**src/rtl/seq_pkg.sv**
```systemverilog
// Shared definitions for the serial pattern generator and the detector tests
// that consume its output.
package seq_pkg;

    // FSM state encoding
    typedef enum logic [1:0] {
        ST_IDLE  = 2'd0,
        ST_SHIFT = 2'd1,
        ST_GAP   = 2'd2,
        ST_DONE  = 2'd3
    } state_t;

    // Line level when no pattern bit is on the wire
    localparam logic IDLE_LVL_DEFAULT = 1'b0;

    // Canonical 3-bit target sequence used by the detector tests
    localparam logic [2:0] TARGET_101 = 3'b101;

    // Slots of the down-counter bank inside the generator
    localparam int CTR_IDX = 0;
    localparam int CTR_REP = 1;
    localparam int CTR_GAP = 2;
    localparam int NUM_CTR = 3;

    // Largest of three widths; sizes the shared counter bank
    function automatic int max3(input int x, input int y, input int z);
        int m;
        m = (x > y) ? x : y;
        return (m > z) ? m : z;
    endfunction

endpackage

```
**src/rtl/seq_down_counter.sv**
```systemverilog
// Loadable down-counter with a zero flag. Load has priority over decrement,
// and decrement saturates at zero so the count can never wrap.
module seq_down_counter #(
    parameter int W = 4
) (
    input  logic         clk,
    input  logic         rst,
    input  logic         load,
    input  logic [W-1:0] load_val,
    input  logic         dec,
    output logic [W-1:0] count,
    output logic         zero
);

    logic [W-1:0] count_reg;

    // Count register: reset clears, load overrides, decrement stops at zero
    always_ff @(posedge clk) begin
        if (rst) begin
            count_reg <= '0;
        end else if (load) begin
            count_reg <= load_val;
        end else if (dec && (count_reg != '0)) begin
            count_reg <= count_reg - 1'b1;
        end
    end

    assign count = count_reg;
    assign zero  = (count_reg == '0);

endmodule

```
**src/rtl/seq_generator.sv**
```systemverilog
// Serial pattern transmitter: sends the low len bits of a captured pattern
// MSB-first, reps+1 times, with gap idle cycles between copies.
module seq_generator
    import seq_pkg::*;
#(
    parameter int   PAT_W    = 8,
    parameter int   LEN_W    = 4,
    parameter int   CNT_W    = 4,
    parameter int   GAP_W    = 4,
    parameter logic IDLE_LVL = IDLE_LVL_DEFAULT
) (
    input  logic             clk,
    input  logic             rst,
    input  logic             start,
    input  logic             abort,
    input  logic [PAT_W-1:0] pattern,
    input  logic [LEN_W-1:0] len,
    input  logic [CNT_W-1:0] reps,
    input  logic [GAP_W-1:0] gap,
    output logic             a,
    output logic             bit_valid,
    output logic             ready,
    output logic             busy,
    output logic             done
);

    // All three counters share one width so they can live in one bank
    localparam int CW = max3(LEN_W, CNT_W, GAP_W);

    state_t           state_reg, state_next;
    logic [PAT_W-1:0] pat_reg;
    logic [LEN_W-1:0] len_reg;
    logic [GAP_W-1:0] gap_reg;
    logic             a_reg, a_next;
    logic             bit_valid_reg, bit_valid_next;
    logic             ready_reg, busy_reg, done_reg;
    logic             accept;
    logic [LEN_W-1:0] len_eff;
    logic [PAT_W-1:0] bit_src;
    logic [CW-1:0]    bit_sel;
    logic [PAT_W-1:0] bit_mask;

    logic             ctr_load     [NUM_CTR];
    logic             ctr_dec      [NUM_CTR];
    logic [CW-1:0]    ctr_load_val [NUM_CTR];
    logic [CW-1:0]    ctr_count    [NUM_CTR];
    logic             ctr_zero     [NUM_CTR];

    // A length of zero or one wider than the pattern means "whole pattern"
    assign len_eff = ((len == '0) || (len > LEN_W'(PAT_W))) ? LEN_W'(PAT_W) : len;

    // Counter bank: bit index, remaining repetitions, remaining gap cycles
    genvar gi;
    generate
        for (gi = 0; gi < NUM_CTR; gi++) begin : g_ctr
            seq_down_counter #(.W(CW)) u_ctr (
                .clk      (clk),
                .rst      (rst),
                .load     (ctr_load[gi]),
                .load_val (ctr_load_val[gi]),
                .dec      (ctr_dec[gi]),
                .count    (ctr_count[gi]),
                .zero     (ctr_zero[gi])
            );
        end
    endgenerate

    // Next-state logic; also picks which pattern bit goes onto the line next
    always_comb begin
        state_next     = state_reg;
        bit_valid_next = 1'b0;
        accept         = 1'b0;
        bit_src        = pat_reg;
        bit_sel        = ctr_count[CTR_IDX] - 1'b1;
        for (int i = 0; i < NUM_CTR; i++) begin
            ctr_load[i] = 1'b0;
            ctr_dec[i]  = 1'b0;
        end
        ctr_load_val[CTR_IDX] = CW'(len_reg - 1'b1);
        ctr_load_val[CTR_REP] = CW'(reps);
        ctr_load_val[CTR_GAP] = CW'(gap_reg - 1'b1);

        case (state_reg)
            ST_IDLE: begin
                // abort wins over a simultaneous start
                if (start && !abort) begin
                    accept                = 1'b1;
                    state_next            = ST_SHIFT;
                    ctr_load[CTR_IDX]     = 1'b1;
                    ctr_load[CTR_REP]     = 1'b1;
                    ctr_load_val[CTR_IDX] = CW'(len_eff - 1'b1);
                    bit_src               = pattern;
                    bit_sel               = CW'(len_eff - 1'b1);
                    bit_valid_next        = 1'b1;
                end
            end
            ST_SHIFT: begin
                if (abort) begin
                    state_next = ST_IDLE;
                end else if (ctr_zero[CTR_IDX]) begin
                    if (ctr_zero[CTR_REP]) begin
                        state_next = ST_DONE;
                    end else begin
                        ctr_dec[CTR_REP] = 1'b1;
                        if (gap_reg != '0) begin
                            state_next        = ST_GAP;
                            ctr_load[CTR_GAP] = 1'b1;
                        end else begin
                            // back-to-back copy: reload without an idle cycle
                            ctr_load[CTR_IDX] = 1'b1;
                            bit_sel           = CW'(len_reg - 1'b1);
                            bit_valid_next    = 1'b1;
                        end
                    end
                end else begin
                    ctr_dec[CTR_IDX] = 1'b1;
                    bit_valid_next   = 1'b1;
                end
            end
            ST_GAP: begin
                if (abort) begin
                    state_next = ST_IDLE;
                end else if (ctr_zero[CTR_GAP]) begin
                    state_next        = ST_SHIFT;
                    ctr_load[CTR_IDX] = 1'b1;
                    bit_sel           = CW'(len_reg - 1'b1);
                    bit_valid_next    = 1'b1;
                end else begin
                    ctr_dec[CTR_GAP] = 1'b1;
                end
            end
            ST_DONE: begin
                state_next = ST_IDLE;
            end
            default: begin
                state_next = ST_IDLE;
            end
        endcase

        bit_mask = PAT_W'(1) << bit_sel;
        a_next   = bit_valid_next ? (|(bit_src & bit_mask)) : IDLE_LVL;
    end

    // State, registered outputs and captured transfer settings
    always_ff @(posedge clk) begin
        if (rst) begin
            state_reg     <= ST_IDLE;
            a_reg         <= IDLE_LVL;
            bit_valid_reg <= 1'b0;
            ready_reg     <= 1'b1;
            busy_reg      <= 1'b0;
            done_reg      <= 1'b0;
            pat_reg       <= '0;
            len_reg       <= '0;
            gap_reg       <= '0;
        end else begin
            state_reg     <= state_next;
            a_reg         <= a_next;
            bit_valid_reg <= bit_valid_next;
            ready_reg     <= (state_next == ST_IDLE);
            busy_reg      <= (state_next == ST_SHIFT) || (state_next == ST_GAP);
            done_reg      <= (state_next == ST_DONE);
            if (accept) begin
                pat_reg <= pattern;
                len_reg <= len_eff;
                gap_reg <= gap;
            end
        end
    end

    assign a         = a_reg;
    assign bit_valid = bit_valid_reg;
    assign ready     = ready_reg;
    assign busy      = busy_reg;
    assign done      = done_reg;

endmodule

```
**config.mk**
```make
export PLATFORM = sky130hd
export DESIGN_NAME = seq_generator
export DESIGN_NICKNAME = d
export VERILOG_FILES = /design/src/rtl/seq_pkg.sv /design/src/rtl/seq_down_counter.sv /design/src/rtl/seq_generator.sv
export SDC_FILE = /design/constraint.sdc
export NUM_CORES = 1
export LEC_CHECK = 0
export CAP_MARGIN = 20
export CORE_ASPECT_RATIO = 0.6
export CORE_MARGIN = 2
export CORE_UTILIZATION = 40
export DETAILED_ROUTE_END_ITERATION = 10
export MAX_ROUTING_LAYER = met4
export PLACE_DENSITY = 0.65
export SYNTH_ARGS = -nofsm -noshare
export SYNTH_HDL_FRONTEND = slang
export SYNTH_SLANG_ARGS = --single-unit
```
**constraint.sdc**
```tcl
create_clock -name clk -period 4.8 [get_ports clk]
set_clock_uncertainty 0.15 [all_clocks]
set_input_delay 0.48 -clock clk [delete_from_list [all_inputs] [get_ports clk]]
set_output_delay 0.48 -clock clk [all_outputs]
set_load 0.005 [all_outputs]
```
==> summary.txt <==
I/O pin count -> 29
Synth-to-Final Area Change -> 20.51%
Clock power share -> 33.9%
Drt first pass iters -> 4
Die area -> 0.005618 sq mm
Setup crit end kind -> flop
Hold_ws -> 335.5 ps
CP startpoint -> abort
Number of antenna violations at the first check in global routing -> 0
Static Leak -> 0.0008832 uW
TritonCTS clock tree -> yes
Layout cells sized above 1 -> 8.550%
PortBufs -> 28
NetSw -> 196.9 uW
Final period util -> 65.23%
Maximum number of pins on one net before global-route repair -> 35
Core Area -> 0.004707 sq mm
Most frequently used flop master after synthesis -> dfxtp_1
Internal power -> 510.8 uW
Fillers -> 476
Vias per cell -> 5.410
Hold-fix buffers, CTS -> 0
Sequential power share -> 45.3%
Worst skew pair latency -> 290 ps
Synth Area per Inst -> 8.192 sq um
CTS sink count -> 35
Mean routed wirelength per cell -> 14.18 um
Cts bufs inserted -> 5
Cell with the most instances after synthesis -> nand2_1
Die height -> 58.87 um
Antenna Nets Post-Route -> 0
Gpl congestion -> 0.9611
Synth top cells by count -> nand2_1 (40), dfxtp_1 (35), a21oi_1 (20), nor2_1 (20), inv_1 (11)
Critical R2R Capture -> a$_SDFF_PP0_
Max reg flops -> 12
Post-CTS Repair Setup Buffers -> 0
Top cells by area, synth -> dfxtp_1 (35%), nand2_1 (7.5%), a21oi_1 (5.0%)
Width of the chip -> 95.45 um
Setup-failing EPs final -> 0
Total track usage -> 18.40%
Setup TNS -> 0 ps
Htree depth -> 2
Clk root buf -> clkbuf_8
Crit-path max FO -> 11
Slew Limit Fails -> 0
DRC violations left -> 0
Switch share -> 27.82%
Max Clk Rate -> 0.3194 GHz
Post-synth top area cell -> dfxtp_1
Hold Vio Cnt, Final -> 0
CTS max path bufs -> 2
RSZ-0062 raised after global routing -> false
NumNets Final -> 300
Minimum clock period -> 3131 ps
Cts repair resizes -> 0
Status -> complete, no violations
Core Rows -> 19
Worst R2R Setup Slack -> 1910 ps
First-pass GRT wire length -> 7.624 mm
CP Data Required Time -> 4840 ps
Starting Density -> 42.64%
Async set-reset flop share out of synthesis -> 0%
Synth top area share -> 34.91%
Cell count after synthesis -> 245
Residual overflow from global routing -> 0
Register area share after synthesis -> 34.91%
Reg2reg path depth -> 6
CTS clk-pin slew, worst paths -> 70 ps
CP Capture Point -> a$_SDFF_PP0_
Critical Path Start Type -> primary input
Max_cap viols -> 0
Initial DRC Count -> 104
Synthesis warning total -> 0
FF-to-FF Start -> state_reg[1]$_SDFF_PP0_
Diodes inserted -> 0
Detail Placement HPWL -> 3.413 mm
Vias in the first global route -> 1529
Yosys reg bits -> 35
Combinational power share -> 20.8%
Post-Syn Area -> 0.002007 sq mm
Worst Setup Path Type -> in -> reg
Synth cell types -> 54
Worst EP arrival -> 3170 ps
Number of synthesized flops with an enable pin -> 0
Vias -> 1796
Final WL -> 4.709 mm
Tightest Hold Check Type -> reg -> reg
PwrDens -> 292.6 mW/mm^2
Worst Tran Pin Value -> 842.3 ps
IR drop worst, VDD -> 120.8 uV
Syn_nets -> 277
Worst slew margin -> 43.64%
## layout by cell type, fill, tap and decap left out, drive strengths merged, types with 3 or more instances in the layout
cell type | netlist | layout
a211oi | 10 | 10
a21oi | 20 | 20
a31oi | 3 | 3
clkbuf | 7 | 8
clkdlybuf4s50 | 0 | 28
dfxtp | 35 | 35
ha | 8 | 8
inv | 11 | 11
mux2i | 7 | 7
nand2 | 40 | 40
nand3 | 7 | 7
nor2 | 20 | 20
nor2b | 4 | 4
nor3 | 6 | 6
nor3b | 3 | 3
nor4 | 3 | 3
o21ai | 3 | 3
o31ai | 3 | 3
or3b | 3 | 3
or4 | 4 | 4
xnor2 | 5 | 5
xor2 | 5 | 5
## critical path, cell delays in order
cell	delay [ps]
clkdlybuf4s50_1	540
or3b_1	480
nor2_1	670
nor2_1	230
o221ai_1	350
a211oi_1	140
a311oi_1	280
## cell type report
cell class	count	area (sq um)	share of cell area, %
sequential	35	700.7	28.97
inverter	11	41.29	1.707
multi-input combinational	185	1202	49.72
tap	63	78.83	3.259
clock buffer	8	100.1	4.139
timing repair buffer	30	295.3	12.21
## kinds of logic after synthesis
kind of cell    count (synthesis)  share of synthesized area (%)
simple gates                  102                          25.93
compound gates                 56                          19.58
flops                          35                          34.91
buf+inv                        25                          5.611
xor+xnor                       10                          4.364
mux                             9                          4.614
fa+ha+maj                       8                          4.988
## metal layers
layer	vias to the layer above	routed length [um]	GRT usage, %
met4	0	49	5.510
met5	-	0	-
met3	7	345	4.609
met2	62	1660	22.03
met1	801	2654	29.02
li1	926	-	-
## stage by stage
| stage | cell area, sq um | utilization, % | instances | setup WS, ps | power (uW) |
|---|---|---|---|---|---|
| finish | 2419 | 51.38 | 332 | 1669 | 707.8 |
| global route | 2419 | 51.38 | 332 | 1449 | 750.1 |
| CTS | 2419 | 51.38 | 332 | 1732 | 715.7 |
| detailed placement | 2318 | 49.26 | 324 | 1444 | 473.1 |
| global placement | 2318 | 49.26 | 324 | 1474 | 472.6 |
| floorplan | 2007 | - | 245 | 2313 | 423.5 |
## power groups by stage
stage / combinational (uW) / sequential, uW / clock [uW]
after floorplan: 102 / 322 / 0
after global placement: 145 / 327 / 0
after detailed placement: 147 / 327 / 0
after CTS: 147 / 320 / 248
after global routing: 164 / 323 / 263
final: 148 / 321 / 240
## worst min-delay path by stage
stage | start | end | slack (ps) | depth (start not counted)
CTS | pat_reg[7]$_SDFFE_PP0P_ | pat_reg[7]$_SDFFE_PP0P_ | 340 | 2
floorplan | pat_reg[4]$_SDFFE_PP0P_ | pat_reg[4]$_SDFFE_PP0P_ | 300 | 2
global placement | pat_reg[4]$_SDFFE_PP0P_ | pat_reg[4]$_SDFFE_PP0P_ | 320 | 2
global route | pat_reg[4]$_SDFFE_PP0P_ | pat_reg[4]$_SDFFE_PP0P_ | 360 | 2
detailed placement | pat_reg[3]$_SDFFE_PP0P_ | pat_reg[3]$_SDFFE_PP0P_ | 330 | 2
finish | len_reg[2]$_SDFFE_PP0P_ | len_reg[2]$_SDFFE_PP0P_ | 340 | 2
Power figures use the tool's default switching activity.
